===== src/rtl/branch_pred_pkg.sv =====
// Shared types for the branch predictor: opcodes, 2-bit counter encodings,
// the redirect FSM states and the saturating counter update.
package branch_pred_pkg;

   localparam logic [6:0] BRANCH_EQ = 7'b1100011;
   localparam logic [6:0] JUMP      = 7'b1101111;

   typedef logic [1:0] ctr_t;

   localparam ctr_t STRONG_NT = 2'b00;
   localparam ctr_t WEAK_NT   = 2'b01;
   localparam ctr_t WEAK_T    = 2'b10;
   localparam ctr_t STRONG_T  = 2'b11;

   typedef enum logic {
      IDLE = 1'b0,
      HOLD = 1'b1
   } redir_state_t;

   // Saturating step toward the observed outcome.
   function automatic ctr_t ctr_next(input ctr_t cnt, input logic taken);
      ctr_t result;
      result = cnt;
      if (taken) begin
         if (cnt != STRONG_T) result = cnt + 2'd1;
      end else begin
         if (cnt != STRONG_NT) result = cnt - 2'd1;
      end
      return result;
   endfunction

endpackage


===== src/rtl/branch_predictor_bht_table.sv =====
// Branch history table: 2^IDX_W saturating counters with one combinational
// read port and one saturating-update write port; resets to WEAK_NT.
module bht_table
   import branch_pred_pkg::*;
#(
   parameter int IDX_W = 4
) (
   input  logic             clk,
   input  logic             arst,
   input  logic [IDX_W-1:0] rd_idx,
   output ctr_t             rd_cnt,
   input  logic             wr_en,
   input  logic [IDX_W-1:0] wr_idx,
   input  logic             wr_taken
);

   localparam int DEPTH = 1 << IDX_W;

   ctr_t cnt_reg [DEPTH];

   genvar gi;
   generate
      for (gi = 0; gi < DEPTH; gi++) begin : g_entry
         always_ff @(posedge clk or posedge arst) begin
            if (arst) begin
               cnt_reg[gi] <= WEAK_NT;
            end else if (wr_en && (wr_idx == IDX_W'(gi))) begin
               cnt_reg[gi] <= ctr_next(cnt_reg[gi], wr_taken);
            end
         end
      end
   endgenerate

   // No bypass: a same-cycle write is seen by the reader one cycle later.
   assign rd_cnt = cnt_reg[rd_idx];

endmodule


===== src/rtl/branch_predictor.sv =====
// Dynamic branch predictor with mispredict redirect sequencer.
// Optional perf counters are built when BRANCH_PRED_PERF_EN is defined.
module branch_predictor
   import branch_pred_pkg::*;
#(
   parameter int PC_W  = 64,
   parameter int IDX_W = 4,
   parameter int CNT_W = 32
) (
   input  logic             clk,
   input  logic             arst,
   input  logic [PC_W-1:0]  if_pc,
   input  logic [6:0]       if_opcode,
   output logic             prediction,
   input  logic             ex_branch_valid,
   input  logic [PC_W-1:0]  ex_pc,
   input  logic             ex_taken,
   input  logic             ex_pred,
   input  logic             stall,
   output logic             branchtaken,
   output logic             redirect_taken
`ifdef BRANCH_PRED_PERF_EN
   ,
   output logic [CNT_W-1:0] branch_cnt,
   output logic [CNT_W-1:0] mispred_cnt
`endif
);

   redir_state_t state_reg;
   logic         held_taken_reg;
   ctr_t         rd_cnt;
   logic         accept;
   logic         mis;

   // EX is frozen while a held redirect is pending, so its inputs are ignored.
   assign accept = ex_branch_valid && (state_reg == IDLE);
   assign mis    = accept && (ex_taken != ex_pred);

   bht_table #(
      .IDX_W (IDX_W)
   ) u_bht (
      .clk      (clk),
      .arst     (arst),
      .rd_idx   (if_pc[IDX_W+1:2]),
      .rd_cnt   (rd_cnt),
      .wr_en    (accept),
      .wr_idx   (ex_pc[IDX_W+1:2]),
      .wr_taken (ex_taken)
   );

   always_comb begin
      prediction = 1'b0;
      case (if_opcode)
         BRANCH_EQ: prediction = rd_cnt[1];
         JUMP:      prediction = 1'b1;
         default:   prediction = 1'b0;
      endcase
   end

   always_ff @(posedge clk or posedge arst) begin
      if (arst) begin
         state_reg      <= IDLE;
         held_taken_reg <= 1'b0;
      end else begin
         case (state_reg)
            IDLE: begin
               if (mis && stall) begin
                  state_reg      <= HOLD;
                  held_taken_reg <= ex_taken;
               end
            end
            HOLD: begin
               if (!stall) state_reg <= IDLE;
            end
            default: state_reg <= IDLE;
         endcase
      end
   end

   // IDLE presents the request the same cycle; HOLD replays the latched one.
   assign branchtaken    = (state_reg == HOLD) || mis;
   assign redirect_taken = (state_reg == HOLD) ? held_taken_reg : (mis && ex_taken);

`ifdef BRANCH_PRED_PERF_EN
   logic [CNT_W-1:0] branch_cnt_reg;
   logic [CNT_W-1:0] mispred_cnt_reg;

   always_ff @(posedge clk or posedge arst) begin
      if (arst) begin
         branch_cnt_reg  <= '0;
         mispred_cnt_reg <= '0;
      end else begin
         if (accept) branch_cnt_reg  <= branch_cnt_reg + 1'b1;
         if (mis)    mispred_cnt_reg <= mispred_cnt_reg + 1'b1;
      end
   end

   assign branch_cnt  = branch_cnt_reg;
   assign mispred_cnt = mispred_cnt_reg;
`else
   localparam int unused_cnt_w = CNT_W;
`endif

   logic unused_pc_bits;
   assign unused_pc_bits = ^{if_pc[PC_W-1:IDX_W+2], if_pc[1:0],
                             ex_pc[PC_W-1:IDX_W+2], ex_pc[1:0], rd_cnt[0]};

endmodule


===== config.mk =====
export PLATFORM = sky130hd
export DESIGN_NAME = branch_predictor
export DESIGN_NICKNAME = d
export VERILOG_FILES = /design/src/rtl/branch_pred_pkg.sv /design/src/rtl/branch_predictor_bht_table.sv /design/src/rtl/branch_predictor.sv
export SDC_FILE = /design/constraint.sdc
export NUM_CORES = 1
export LEC_CHECK = 0
export CAP_MARGIN = 20
export CORE_MARGIN = 1.5
export CORE_UTILIZATION = 25
export DETAILED_ROUTE_END_ITERATION = 10
export HOLD_SLACK_MARGIN = 0.05
export MAX_ROUTING_LAYER = met4
export PLACE_DENSITY = 0.66
export SETUP_SLACK_MARGIN = 0.3
export SLEW_MARGIN = 20
export SYNTH_ARGS = -nofsm -noshare
export SYNTH_HDL_FRONTEND = slang
export SYNTH_SLANG_ARGS = --single-unit

===== constraint.sdc =====
create_clock -name clk -period 2.57 [get_ports clk]
set_input_delay 0.257 -clock clk [delete_from_list [all_inputs] [get_ports clk]]
set_output_delay 0.257 -clock clk [all_outputs]
set_load 0.005 [all_outputs]

==> results by group, run 1 <==
Worst setup path
  • FF-to-FF End: u_bht.cnt_reg[20]$_DFFE_PP1P_
  • Critical Path Start Type: flop
  • Setup Crit Path Kind: flop to primary output
  • Crit. End Element: primary output
  • Worst reg2reg path depth: 3
  • R2r setup slk: 0.95 ns
  • Data arrival, critical path: 1.86 ns
  • R2r startpoint: state_reg$_DFF_PP0_
  • Crit-path max FO: 2
  • Required time worst endpoint: approximately 2.3 ns

GRT
  • Global-route wire length before repair: 7.96 mm
  • Largest net degree at the start of global routing: 35
  • Initial antenna violation count: 0
  • Vias in the first global route: 1,698
  • Total grt overflow: 0
  • Total track usage: around an eighth

Yosys
  • Yosys cell types: 49
  • Syn nets: 375
  • Post-synth EDFFs: 0
  • Syn Area/Cell: 8.83 sq um
  • Yosys reg bits: 34
  • Mapped Area: 2070 sq um
  • Register area share after synthesis: a little over two fifths
  • Mapped Cells: 234
  • Synth warn: 0
  • Top FF cell, synth: dfrtp_1
  • Ys async rst share: 100%

Cells and area
  • Nets: 406
  • Final instance area: 2540 sq um
  • Area grow syn2layout: 22.8%
  • Finished Layout Cells: 367
  • Ant. Diodes: 0
  • Layout fillers: between 800 and 900
  • Layout cells sized above 1: between 15 and 20%
  • Flip-flop count of the largest register after layout: 32
  • Final core occ: 32.3%

Die
  • DIE WIDTH: 93.9 um
  • Core Rows: 32
  • Die Span Y: 93.9 um
  • I/O pin count: 144
  • Core ar.: 7850 sq um
  • Initial core utilization: 26.3%
  • Die ar.: ~8800 sq um

STA
  • Final TNS setup: 0 ns
  • Final Max Tran Viols: 0
  • Measured slew at the worst slew-check pin: 0.442 ns
  • WHS: ~0.36 ns
  • Worst clock skew: 0.00887 ns
  • Max Clk Rate: 472 MHz
  • Crit share post-route: 82.5%
  • RSZ-0062 raised after global routing: no
  • Final setup fails: 0
  • Final hold viol count: 0
  • Tmin final: 2.12 ns
  • Slew margin rel.: 70.5%

Power and ir drop
  • PD cells: 478 nW/um^2
  • Internal power: just under 0.9 mW
  • P_leak: about 0.94 nW
  • Clock Power Share: 30.6%
  • Sequential Power Share: approximately 53%
  • Comb power frac: 16.3%
  • Worst VDD drop: between 0.15 and 0.2 mV
  • Sw Ratio: 27.5%
  • Switching pwr: 0.333 mW

Placed design
  • HPWL after DPL: between 3 and 4 mm
  • GP Congestion: approximately 0.8
  • PortBufs: 23
  • Placed cells: roughly 360
  • Area after DPL: 2430 sq um

Clocking
  • H-tree depth: 2
  • Worst-path clk slew: 0.08 ns
  • CTS tree: built
  • Root Buffer: clkbuf_8
  • CTS sink count: 34
  • Worst-skew pair later-pin latency: 0.29 ns
  • CTS Hold Buffers Added: 0
  • CTS Buf Count: 5
  • Clock Tree Buf Depth: 2

Flow run
  • Max-Cap Viols: 0

Detailed routing
  • Vias per Instance: 4.93
  • Vias: 1,811
  • First-pass DRT Iterations: 4
  • Detailed Route Iter0 Violations: 137
  • Routed Antenna Nets: 0
  • Drc violations: 0
  • WL per Instance: 12.7 um
  • Final wirelength: about 4.6 mm

Min path
  • Worst hold path type: input pin to async pin

Outcome
  • Status: finished clean
## placed cells by master (no fill, tap or decap), types with 2 or more instances in the layout
| master | instances |
|---|---|
| clkbuf_8 | 5 |
| nor2_1 | 20 |
| a21oi_1 | 32 |
| nor2b_1 | 5 |
| mux2i_1 | 4 |
| dlygate4sd2_1 | 3 |
| nand3b_1 | 8 |
| o211ai_1 | 2 |
| o21ai_1 | 4 |
| clkdlybuf4s50_1 | 20 |
| o21ai_0 | 23 |
| nand3_1 | 13 |
| clkinv_2 | 2 |
| inv_1 | 11 |
| a31oi_1 | 6 |
| o22ai_1 | 2 |
| and2_1 | 2 |
| and3_1 | 2 |
| dfrtp_1 | 18 |
| buf_4 | 12 |
| nand2b_1 | 2 |
| dfstp_2 | 16 |
| nand2_1 | 15 |
| nor3_1 | 2 |
| a211oi_1 | 11 |
## layer usage
layer	track usage [%]	share of wire, %
met1	15.7	49
met2	18.4	45
met3	2.67	5.0
met4	3.86	0.99
met5	-	0
## synth_stat cells (all sizes together), types with 2 or more instances
cell	count	area share [%]
a21oi	32	7.8
o21ai	27	6.5
nor2	20	3.6
dfrtp	18	22
dfstp	16	20
nand2	15	2.7
nand3	14	3.6
a211oi	11	4.0
inv	11	2.0
buf	9	2.5
nand3b	8	2.9
a31oi	6	1.8
nor2b	5	1.5
mux2i	4	1.9
clkbuf	3	0.55
and2	2	0.61
and3	2	0.61
mux4	2	2.4
nand2b	2	0.61
nor3	2	0.48
o211ai	2	0.73
o22ai	2	0.61
## cell type report
cell class	instances	area, sq um	share of cell area, %
inverter	12	45.0	1.78
sequential	34	871	34.3
timing repair buffer	36	328	12.9
multi-input combinational	176	1090	42.8
clock inverter	2	10.0	0.395
clock buffer	5	68.8	2.71
tap	102	128	5.03
## power by group through the flow
| stage | Sequential [mW] | Combinational [mW] | Clock, mW |
|---|---|---|---|
| 6_report | 0.643 | 0.198 | 0.371 |
| 4_1_cts | 0.641 | 0.201 | 0.385 |
| 5_1_grt | 0.651 | 0.223 | 0.411 |
| 2_1_floorplan | 0.637 | 0.126 | 0 |
| 3_3_place_gp | 0.647 | 0.195 | 0 |
| 3_5_place_dp | 0.650 | 0.199 | 0 |
## per-stage QoR
step	total power [mW]	setup slack, ns
floorplan	0.763	1.01
global placement	0.842	0.0906
detailed placement	0.850	0.0958
CTS	1.23	0.428
global route	1.29	0.354
finish	1.21	0.450
## worst max-delay path, cell delays in order (launching register included)
cell	delay [ns]
dfrtp_1	0.38
mux4_2	0.45
or2_0	0.21
a32oi_1	0.19
a21oi_1	0.08
dlygate4sd2_1	0.27
## logic make-up after synthesis
family	synth area share, %
simple gates	21.7
xor+xnor	0.424
mux	4.85
flops	42.2
buf+inv	5.27
compound gates	25.6
## repair_timing
item | 4_1_cts | 5_1_grt
gates resized for setup | 4 | 0
setup buffers | 4 | 0
setup endpoints to repair | 1 | 0
## worst max path at each step
stage,slack (ns),depth (start not counted),endpoint,startpoint
after global placement,0.09,6,prediction,if_pc[5]
final,0.45,5,prediction,u_bht.cnt_reg[13]$_DFFE_PP0P_
after floorplan,1.01,4,prediction,u_bht.cnt_reg[13]$_DFFE_PP0P_
after detailed placement,0.1,6,prediction,if_pc[5]
after global routing,0.35,5,prediction,u_bht.cnt_reg[13]$_DFFE_PP0P_
after CTS,0.43,5,prediction,u_bht.cnt_reg[13]$_DFFE_PP0P_
(Power assumes the default switching activity.)
==> run 2: changes to the inputs <==
- clock period: 2.57 -> 2.1 ns (I/O delays scaled with it)
==> results by group, run 2 (synthesis results as in run 1) <==
Power and ir drop
  • Internal power: 1.12 mW
  • Sequential Power Share: 51.0%
  • Sw Ratio: between 20% and 30%
  • Worst VDD drop: 0.226 mV
  • Comb power frac: between 10% and 20%
  • PD cells: between 500 and 600 nW/um^2
  • Clock Power Share: 32.6%
  • Switching pwr: ~0.42 mW
  • P_leak: 0.972 nW

Detailed routing
  • WL per Instance: 13.4 um
  • Vias: 1,898
  • Detailed Route Iter0 Violations: 121
  • Vias per Instance: just over 5
  • DR WL met3: between 150 and 200 um
  • Met1 Wirelength: 2.54 mm
  • Routed Antenna Nets: 0
  • WL met2: approximately 2.3 mm
  • First-pass DRT Iterations: 4
  • Final wirelength: 5.01 mm
  • Drc violations: 0
  • Top Metal Used: met4

Placed design
  • PortBufs: 23
  • Area after DPL: 2480 sq um
  • GP Congestion: 0.787
  • HPWL after DPL: 3.54 mm

Worst setup path
  • R2r startpoint: state_reg$_DFF_PP0_
  • Critical path origin: u_bht.cnt_reg[29]$_DFFE_PP0P_
  • CP max stage cell: mux4_2
  • Crit-path max FO: 2
  • R2r setup slk: 0.50 ns
  • Setup Crit Path Kind: flop to primary output
  • CP cell instances: mux4_2 -> or2_0 -> a32oi_1 -> a21oi_1 -> buf_2
  • Crit. End Element: primary output
  • Critical Path Start Type: flop
  • Data arrival, critical path: 1.75 ns
  • FF-to-FF End: u_bht.cnt_reg[20]$_DFFE_PP1P_
  • Required time worst endpoint: 1.89 ns
  • Critical Path Max Stage Delay: 0.45 ns
  • Worst reg2reg path depth: 3

GRT
  • Global-route wire length before repair: 8.16 mm
  • Initial antenna violation count: 0
  • Total grt overflow: 0
  • Vias in the first global route: roughly 1,700
  • Largest net degree at the start of global routing: 35
  • Total track usage: 12.2%

Clocking
  • Clock Tree Buf Depth: 2
  • CTS Buf Count: 5
  • Worst-path clk slew: approximately 0.070 ns
  • Root Buffer: clkbuf_8
  • CTS Hold Buffers Added: 0
  • CTS tree: built
  • H-tree depth: 2
  • CTS sink count: 34
  • Worst-skew pair later-pin latency: 0.28 ns

STA
  • Tmin final: 1.96 ns
  • Final hold viol count: 0
  • Worst clock skew: between 0.004 and 0.005 ns
  • Max Clk Rate: 509 MHz
  • RSZ-0062 raised after global routing: yes
  • Final setup fails: 0
  • Final TNS setup: 0 ns
  • Slew margin rel.: 69.2%
  • Final Max Tran Viols: 0
  • Crit share post-route: 93.5%
  • WHS: 0.329 ns
  • Measured slew at the worst slew-check pin: 0.461 ns

Die
  • Core ar.: 7850 sq um
  • Die ar.: 8820 sq um
  • I/O pin count: 144
  • Die Span Y: 93.9 um
  • Initial core utilization: 26.3%
  • DIE WIDTH: 93.9 um
  • Core Rows: 32

Cells and area
  • Nets: 412
  • Area grow syn2layout: 25.3%
  • Layout cells sized above 1: 18.4%
  • Commonest non-fill, non-tap cell in the layout: a21oi_1
  • Flip-flop count of the largest register after layout: 32
  • Final instance area: 2590 sq um
  • Ant. Diodes: 0
  • Most frequent cells in the layout: a21oi_1 (32), o21ai_0 (22), nor2_1 (20)

Flow run
  • Max-Cap Viols: 0

Outcome
  • Status: finished clean

Min path
  • Worst hold path type: input pin to async pin
[run 2: what timing repair did]
item | CTS | global route
pin swaps | 3 | 0
endpoints found under the setup margin | 3 | 2
setup buffers | 2 | 1
cloned | 0 | 0
resized for setup | 9 | 2
[run 2: worst max-delay path by stage]
stage          slack, ns          to  depth (start not counted)
2_1_floorplan       0.59  prediction                          4
6_report            0.14  prediction                          5
3_5_place_dp       -0.26  prediction                          6
4_1_cts             0.14  prediction                          5
3_3_place_gp       -0.23  prediction                          6
5_1_grt             0.06  prediction                          5
[run 2: power by group through the flow]
stage | sequential (mW) | combinational [mW] | clock, mW
CTS | 0.785 | 0.255 | 0.520
global placement | 0.791 | 0.245 | 0
detailed placement | 0.796 | 0.255 | 0
finish | 0.786 | 0.251 | 0.502
global route | 0.797 | 0.283 | 0.548
floorplan | 0.780 | 0.154 | 0
[run 2: stage by stage]
step | setup WS (ns) | power [mW] | instances | utilization [%]
detailed placement | -0.259 | 1.05 | 363 | 31.6
floorplan | 0.590 | 0.934 | 234 | -
CTS | 0.144 | 1.56 | 373 | 32.9
global route | 0.0606 | 1.63 | 374 | 33.0
global placement | -0.234 | 1.04 | 363 | 31.6
finish | 0.136 | 1.54 | 374 | 33.0
[run 2: layer usage]
| layer | track usage (%) | up-vias |
|---|---|---|
| met5 | - | - |
| met4 | 3.86 | 0 |
| met3 | 2.67 | 5 |
| met2 | 18.4 | 30 |
| met1 | 16.3 | 918 |
| li1 | - | 945 |
[run 2: area by class of cell]
type	count	area, sq um
Clock buffer	7	86.3
Clock inverter	1	5.00
Fill cell	835	5260
Inverter	12	45.0
Multi-Input combinational cell	176	1090
Sequential cell	34	872
Tap cell	102	128
Timing Repair Buffer	42	367
[run 2: worst max-delay path, delay by kind of cell (launching register included)]
| kind | cells | cell delay, ns |
|---|---|---|
| mux | 1 | 0.45 |
| flops | 1 | 0.39 |
| compound gates | 2 | 0.28 |
| simple gates | 1 | 0.23 |
| buf+inv | 1 | 0.13 |
